===== src/rtl/int_div.sv =====
`default_nettype none
// int_div: radix-2 restoring divider for RV32M DIV/DIVU/REM/REMU.
// Constant latency: o_valid is high WIDTH+2 cycles after the accept cycle.
module int_div #(
  parameter int WIDTH = 32
) (
  input  logic             i_clk,
  input  logic             i_rst_n,
  input  logic             i_valid,
  input  logic             i_signed,
  input  logic             i_rem,
  input  logic [WIDTH-1:0] i_a,
  input  logic [WIDTH-1:0] i_b,
  output logic             o_busy,
  output logic             o_valid,
  output logic [WIDTH-1:0] o_result
);
  localparam int              CW      = (WIDTH > 1) ? $clog2(WIDTH) : 1;
  localparam logic [CW-1:0]   LAST    = CW'(WIDTH - 1);
  localparam logic [WIDTH-1:0] MIN_NEG = {1'b1, {(WIDTH-1){1'b0}}};

  typedef enum logic [1:0] {IDLE = 2'd0, CALC = 2'd1, FIX = 2'd2} state_t;

  state_t           state_q, state_d;
  logic [CW-1:0]    cnt_q;
  logic [WIDTH-1:0] rem_q, quo_q, dvs_q, a_q, result_q;
  logic             neg_q_q, neg_r_q, sel_rem_q, div0_q, ovf_q, valid_q;

  logic [WIDTH-1:0] abs_a, abs_b, quo_fix, rem_fix;
  logic [WIDTH:0]   trial;

  assign abs_a = (i_signed && i_a[WIDTH-1]) ? -i_a : i_a;
  assign abs_b = (i_signed && i_b[WIDTH-1]) ? -i_b : i_b;
  // One extra bit: the shifted partial remainder can reach 2*divisor-1.
  assign trial = {rem_q, quo_q[WIDTH-1]} - {1'b0, dvs_q};

  assign quo_fix = div0_q ? {WIDTH{1'b1}} :
                   ovf_q  ? a_q :
                   neg_q_q ? -quo_q : quo_q;
  assign rem_fix = div0_q ? a_q :
                   ovf_q  ? {WIDTH{1'b0}} :
                   neg_r_q ? -rem_q : rem_q;

  always_comb begin
    state_d = state_q;
    case (state_q)
      IDLE:    if (i_valid) state_d = CALC;
      CALC:    if (cnt_q == LAST) state_d = FIX;
      FIX:     state_d = IDLE;
      default: state_d = IDLE;
    endcase
  end

  always_ff @(posedge i_clk or negedge i_rst_n) begin
    if (!i_rst_n) state_q <= IDLE;
    else          state_q <= state_d;
  end

  always_ff @(posedge i_clk or negedge i_rst_n) begin
    if (!i_rst_n) begin
      cnt_q     <= '0;
      rem_q     <= '0;
      quo_q     <= '0;
      dvs_q     <= '0;
      a_q       <= '0;
      result_q  <= '0;
      neg_q_q   <= 1'b0;
      neg_r_q   <= 1'b0;
      sel_rem_q <= 1'b0;
      div0_q    <= 1'b0;
      ovf_q     <= 1'b0;
      valid_q   <= 1'b0;
    end else begin
      valid_q <= 1'b0;
      case (state_q)
        IDLE: if (i_valid) begin
          quo_q     <= abs_a;
          dvs_q     <= abs_b;
          a_q       <= i_a;
          rem_q     <= '0;
          cnt_q     <= '0;
          neg_q_q   <= i_signed & (i_a[WIDTH-1] ^ i_b[WIDTH-1]) & (i_b != '0);
          neg_r_q   <= i_signed & i_a[WIDTH-1];
          sel_rem_q <= i_rem;
          div0_q    <= (i_b == '0);
          ovf_q     <= i_signed & (i_a == MIN_NEG) & (i_b == {WIDTH{1'b1}});
        end
        CALC: begin
          if (!trial[WIDTH]) rem_q <= trial[WIDTH-1:0];
          else               rem_q <= {rem_q[WIDTH-2:0], quo_q[WIDTH-1]};
          quo_q <= {quo_q[WIDTH-2:0], ~trial[WIDTH]};
          cnt_q <= cnt_q + CW'(1);
        end
        FIX: begin
          result_q <= sel_rem_q ? rem_fix : quo_fix;
          valid_q  <= 1'b1;
        end
        default: ;
      endcase
    end
  end

  assign o_busy   = (state_q == CALC) || (state_q == FIX);
  assign o_valid  = valid_q;
  assign o_result = result_q;

endmodule
`default_nettype wire


===== config.mk =====
export PLATFORM = sky130hd
export DESIGN_NAME = int_div
export DESIGN_NICKNAME = d
export VERILOG_FILES = /design/src/rtl/int_div.sv
export SDC_FILE = /design/constraint.sdc
export NUM_CORES = 1
export LEC_CHECK = 0
export BUFFER_PORTS_ARGS = -buffer_cell sky130_fd_sc_hd__buf_2
export CORE_MARGIN = 4
export CORE_UTILIZATION = 60
export CTS_BUF_LIST = sky130_fd_sc_hd__clkbuf_4 sky130_fd_sc_hd__clkbuf_8
export DETAILED_ROUTE_END_ITERATION = 10
export GPL_ROUTABILITY_DRIVEN = 0
export PLACE_DENSITY = 0.8
export SLEW_MARGIN = 20
export SYNTH_ARGS = -nofsm -noshare
export SYNTH_HDL_FRONTEND = slang
export SYNTH_SLANG_ARGS = --single-unit

===== constraint.sdc =====
create_clock -name i_clk -period 3.55 [get_ports i_clk]
set_clock_uncertainty 0.2 [all_clocks]
set_input_delay 0.355 -clock i_clk [delete_from_list [all_inputs] [get_ports i_clk]]
set_output_delay 0.355 -clock i_clk [all_outputs]
set_load 0.02 [all_outputs]

==> flow_summary.html <==
<table>
<tr><th>Metric</th><th>Value</th></tr>
<tr><th colspan="2">Cells and area</th></tr>
<tr><td>Layout-stage area growth over the synthesis result</td><td>13.2%</td></tr>
<tr><td>Nets@finish</td><td>between 1500 and 2000</td></tr>
<tr><td>Sequential cell area in the final layout</td><td>0.00433 sq mm</td></tr>
<tr><td>Antenna cell count</td><td>0</td></tr>
<tr><td>Multi-input combinational cell area</td><td>between 0.007 and 0.008 sq mm</td></tr>
<tr><td>Fraction of layout cells with a size suffix above 1</td><td>14.1%</td></tr>
<tr><td>Count of fill cells added during filler insertion</td><td>1582</td></tr>
<tr><td>Most frequent cells in the layout</td><td>sky130_fd_sc_hd__nand2_1, sky130_fd_sc_hd__dfrtp_1, sky130_fd_sc_hd__o21ai_0</td></tr>
<tr><th colspan="2">Critical path</th></tr>
<tr><td>End point of the critical path</td><td>o_result[29]</td></tr>
<tr><td>Data required, critical path</td><td>~3700 ps</td></tr>
<tr><td>Arrival time worst endpoint</td><td>between 3000 and 4000 ps</td></tr>
<tr><td>Setup crit start kind</td><td>flop</td></tr>
<tr><td>Reg-to-reg critical path startpoint</td><td>rem_q[14]</td></tr>
<tr><td>Critical-path maximum fanout</td><td>6</td></tr>
<tr><td>Worst flop-to-flop path endpoint</td><td>o_result[29]</td></tr>
<tr><td>Critical Path Slowest Stage Cell</td><td>sky130_fd_sc_hd__or4_4</td></tr>
<tr><td>Critical path launch point</td><td>rem_q[14]</td></tr>
<tr><td>Top cell by count, worst path</td><td>sky130_fd_sc_hd__or3_4</td></tr>
<tr><td>Critical path endpoint category</td><td>flop</td></tr>
<tr><td>Worst stage delay on the critical path</td><td>about 500 ps</td></tr>
<tr><td>Cells along the critical path</td><td>or3_4, or4_4, or3_4, or3_4, o31ai_4, xor2_1, o22ai_1, a222oi_1, a21oi_1</td></tr>
<tr><td>Critical path type</td><td>flop to flop</td></tr>
<tr><td>Reg2Reg Setup Slack</td><td>190 ps</td></tr>
<tr><td>Number of cells on the worst reg-to-reg path</td><td>9</td></tr>
<tr><th colspan="2">STA</th></tr>
<tr><td>Final clock period utilization by the worst path</td><td>94.5%</td></tr>
<tr><td>Final setup violation count</td><td>0</td></tr>
<tr><td>Final critical delay including setup and external delays</td><td>3360 ps</td></tr>
<tr><td>Relative slew slack</td><td>about half</td></tr>
<tr><td>Unrepaired setup endpoints after global routing</td><td>false</td></tr>
<tr><td>Final count of hold timing violations</td><td>0</td></tr>
<tr><td>Worst hold slack</td><td>10.5 ps</td></tr>
<tr><td>Actual transition at the worst max-transition pin</td><td>between 700 and 800 ps</td></tr>
<tr><td>Slew Limit Fails</td><td>0</td></tr>
<tr><td>Total Neg Setup Slack</td><td>0 ps</td></tr>
<tr><td>Fmax</td><td>just under 300 MHz</td></tr>
<tr><th colspan="2">Route</th></tr>
<tr><td>Total via count in the routed design</td><td>11300</td></tr>
<tr><td>Top Layer Used</td><td>met4</td></tr>
<tr><td>Post-route DRC</td><td>0</td></tr>
<tr><td>Post-route ant nets</td><td>0</td></tr>
<tr><td>Met1 WL</td><td>13900 microns</td></tr>
<tr><td>Average wire per standard cell</td><td>between 15 and 20 microns</td></tr>
<tr><td>Detailed-route wire length</td><td>32400 microns</td></tr>
<tr><td>Wire length on met2</td><td>15200 microns</td></tr>
<tr><td>Total met3 wirelength after detailed routing</td><td>2280 microns</td></tr>
<tr><td>Detailed Routing Iterations Pass 1</td><td>7</td></tr>
<tr><td>Vias per std cell</td><td>6.25</td></tr>
<tr><td>Initial DRC Count</td><td>~1100</td></tr>
<tr><th colspan="2">CTS</th></tr>
<tr><td>Setup Buffers After CTS</td><td>0</td></tr>
<tr><td>CTS tree</td><td>done</td></tr>
<tr><td>Clock buffer depth</td><td>2</td></tr>
<tr><td>Count of H-tree levels built during CTS</td><td>4</td></tr>
<tr><td>Clk Latency, worst-skew pair</td><td>470 ps</td></tr>
<tr><td>Total CTS buffers</td><td>17</td></tr>
<tr><td>Num Clock Sinks</td><td>173</td></tr>
<tr><td>Clock-pin transition on the worst setup and hold timing paths</td><td>90 ps</td></tr>
<tr><td>Root buffer cell</td><td>sky130_fd_sc_hd__clkbuf_8</td></tr>
<tr><th colspan="2">Pwr</th></tr>
<tr><td>Power per Cell Area</td><td>slightly below 900 mW/mm^2</td></tr>
<tr><td>Worst ir drop on vdd</td><td>0.442 mV</td></tr>
<tr><td>Share of total power in the clock network</td><td>13.6%</td></tr>
<tr><td>Fraction of power spent switching nets</td><td>45.5%</td></tr>
<tr><td>Leakage</td><td>6.01 nW</td></tr>
<tr><td>Cell-internal power</td><td>6.48 mW</td></tr>
<tr><td>Net Switching</td><td>roughly 5.4 mW</td></tr>
<tr><td>Fraction of power consumed by combinational cells</td><td>57.4%</td></tr>
<tr><td>Seq pwr share</td><td>between 20% and 30%</td></tr>
<tr><th colspan="2">Die</th></tr>
<tr><td>Number of top-level pins</td><td>103</td></tr>
<tr><td>Site Rows</td><td>slightly above 50</td></tr>
<tr><td>Total die area</td><td>0.0225 sq mm</td></tr>
<tr><td>Die Y-Extent</td><td>150 microns</td></tr>
<tr><td>Starting density of the core</td><td>61.7%</td></tr>
<tr><td>Total core area</td><td>0.0197 sq mm</td></tr>
<tr><td>Die extent in x</td><td>150 microns</td></tr>
<tr><th colspan="2">Synth</th></tr>
<tr><td>Count of cell types in the netlist</td><td>68</td></tr>
<tr><td>Area share of the largest cell type after synthesis</td><td>between 30% and 40%</td></tr>
<tr><td>Syn_nets</td><td>1546</td></tr>
<tr><td>Cell accounting for the most synthesized area</td><td>sky130_fd_sc_hd__dfrtp_1</td></tr>
<tr><td>Predominant post-synthesis flop cell</td><td>sky130_fd_sc_hd__dfrtp_1</td></tr>
<tr><td>Top post-synthesis cells by area</td><td>sky130_fd_sc_hd__dfrtp_1, sky130_fd_sc_hd__o21ai_0, sky130_fd_sc_hd__xor2_1</td></tr>
<tr><td>Flip-flop and latch count after synthesis</td><td>~170</td></tr>
<tr><td>Register area share after synthesis</td><td>35.7%</td></tr>
<tr><td>Number of enable-type register cells in the synthesized netlist</td><td>0</td></tr>
<tr><td>Post-Syn Area</td><td>0.0121 sq mm</td></tr>
<tr><td>Synth warnings</td><td>0</td></tr>
<tr><td>Number of standard cells after synthesis</td><td>1434</td></tr>
<tr><td>Syn_area_per_cell</td><td>8.45 sq um</td></tr>
<tr><td>Share of synthesized registers carrying an async set or reset</td><td>100%</td></tr>
<tr><th colspan="2">GRT</th></tr>
<tr><td>Largest net degree at the start of global routing</td><td>79</td></tr>
<tr><td>Combined global-route utilization of all metal layers</td><td>between 20% and 30%</td></tr>
<tr><td>Wire length of the first global-routing pass</td><td>approximately 53000 microns</td></tr>
<tr><td>Initial antenna violation count</td><td>0</td></tr>
<tr><td>Total gr overflow</td><td>0</td></tr>
<tr><td>Vias in the first global route</td><td>10700</td></tr>
<tr><th colspan="2">Placed design</th></tr>
<tr><td>HPWL after detailed placement</td><td>23200 microns</td></tr>
<tr><td>Port buffer count</td><td>102</td></tr>
<tr><th colspan="2">Run status</th></tr>
<tr><td>Outcome</td><td>finished, final reports clean</td></tr>
<tr><th colspan="2">Run</th></tr>
<tr><td>Number of maximum-capacitance constraint violations</td><td>0</td></tr>
<tr><th colspan="2">Worst hold path</th></tr>
<tr><td>Min-Delay Path Class</td><td>input pin to flop</td></tr>
</table>
==> cell usage after synthesis (20+ instances only) <==
cell / count
sky130_fd_sc_hd__dfrtp_1: 173
sky130_fd_sc_hd__nand2_1: 173
sky130_fd_sc_hd__o21ai_0: 170
sky130_fd_sc_hd__a21oi_1: 101
sky130_fd_sc_hd__xor2_1: 92
sky130_fd_sc_hd__nor2_1: 86
sky130_fd_sc_hd__clkbuf_1: 75
sky130_fd_sc_hd__inv_1: 58
sky130_fd_sc_hd__xnor2_1: 48
sky130_fd_sc_hd__ha_1: 42
sky130_fd_sc_hd__mux2_2: 33
sky130_fd_sc_hd__mux2i_1: 33
sky130_fd_sc_hd__nand2b_1: 33
sky130_fd_sc_hd__o31ai_1: 30
sky130_fd_sc_hd__o22ai_1: 24
sky130_fd_sc_hd__nor3_1: 23
sky130_fd_sc_hd__nand4_1: 20
==> metrics by stage <==
step / instance area, sq um / cells / setup WS, ps / total power [mW] / util [%]
CTS: 13700 / 1807 / 125 / 11.7 / 69.7
global placement: 13000 / 1748 / 249 / 9.86 / 65.9
finish: 13700 / 1807 / 195 / 11.9 / 69.8
detailed placement: 13000 / 1748 / 151 / 10.1 / 65.9
global route: 13700 / 1807 / 11.8 / 12.8 / 69.8
floorplan: 12100 / 1434 / 297 / 8.39 / -
==> power groups by stage <==
stage	logic (mW)	registers [mW]	clock network, mW
2_1_floorplan	5.21	3.18	0
3_3_place_gp	6.45	3.40	0
3_5_place_dp	6.62	3.45	0
4_1_cts	6.70	3.41	1.63
5_1_grt	7.50	3.54	1.72
6_report	6.83	3.44	1.62
==> worst max-delay path: cells and delay by family, from the launching register on <==
family,cells,cell delay (ps)
AO/OA/AOI/OAI,4,710
XOR/XNOR,1,190
flip-flops,1,470
AND/OR/NAND/NOR,4,1670
==> flip-flops by register name (all words and copies together), names as in the netlist <==
register,cells
neg_q_q,1
neg_r_q,1
ovf_q,1
div0_q,1
rem_q,32
a_q,32
sel_rem_q,1
o_valid,1
quo_q,32
cnt_q,5
dvs_q,32
o_result,32
state_q,2
==> how the worst min path moves through the flow <==
stage,start,endpoint,slack (ps),depth (start not counted)
after detailed placement,i_rst_n,o_result[23],250,1
after global placement,i_rst_n,o_result[23],240,1
final,i_b[27],dvs_q[27],10,3
after CTS,i_b[26],dvs_q[26],0.5,3
after global routing,i_a[24],a_q[24],6,2
after floorplan,i_rst_n,a_q[0],-140,0
==> repair_timing <==
item,in CTS,in global routing
hold buffers,27,0
setup endpoints to repair,0,32
resized for setup,0,3
endpoints found under the hold margin,102,0
==> layer usage <==
metal  GRT usage, %  vias up
met3           4.24       94
met1           39.2     5334
met2           47.6      510
li1               -     5359
met5              0        -
met4           10.5        0
==> kinds of logic (layout without fill, tap and decap cells) <==
group / Yosys count / count (layout) / synth area share [%]
adder cells (fa/ha/maj): 43 / 43 / 4.50
flip-flops: 173 / 173 / 35.7
AND/OR/NAND/NOR: 428 / 428 / 16.7
AO/OA/AOI/OAI: 441 / 441 / 22.4
multiplexers: 66 / 66 / 5.79
buffers and inverters: 142 / 250 / 4.50
XOR/XNOR: 141 / 141 / 10.3
==> area by class of cell <==
cell class	instances	share of cell area (%)
Clock buffer	24	2.36
Clock inverter	8	1.11
Inverter	58	1.59
Multi-Input combinational cell	1119	53.2
Sequential cell	173	31.6
Tap cell	265	2.42
Timing Repair Buffer	160	7.80
(Power assumes the default switching activity.)
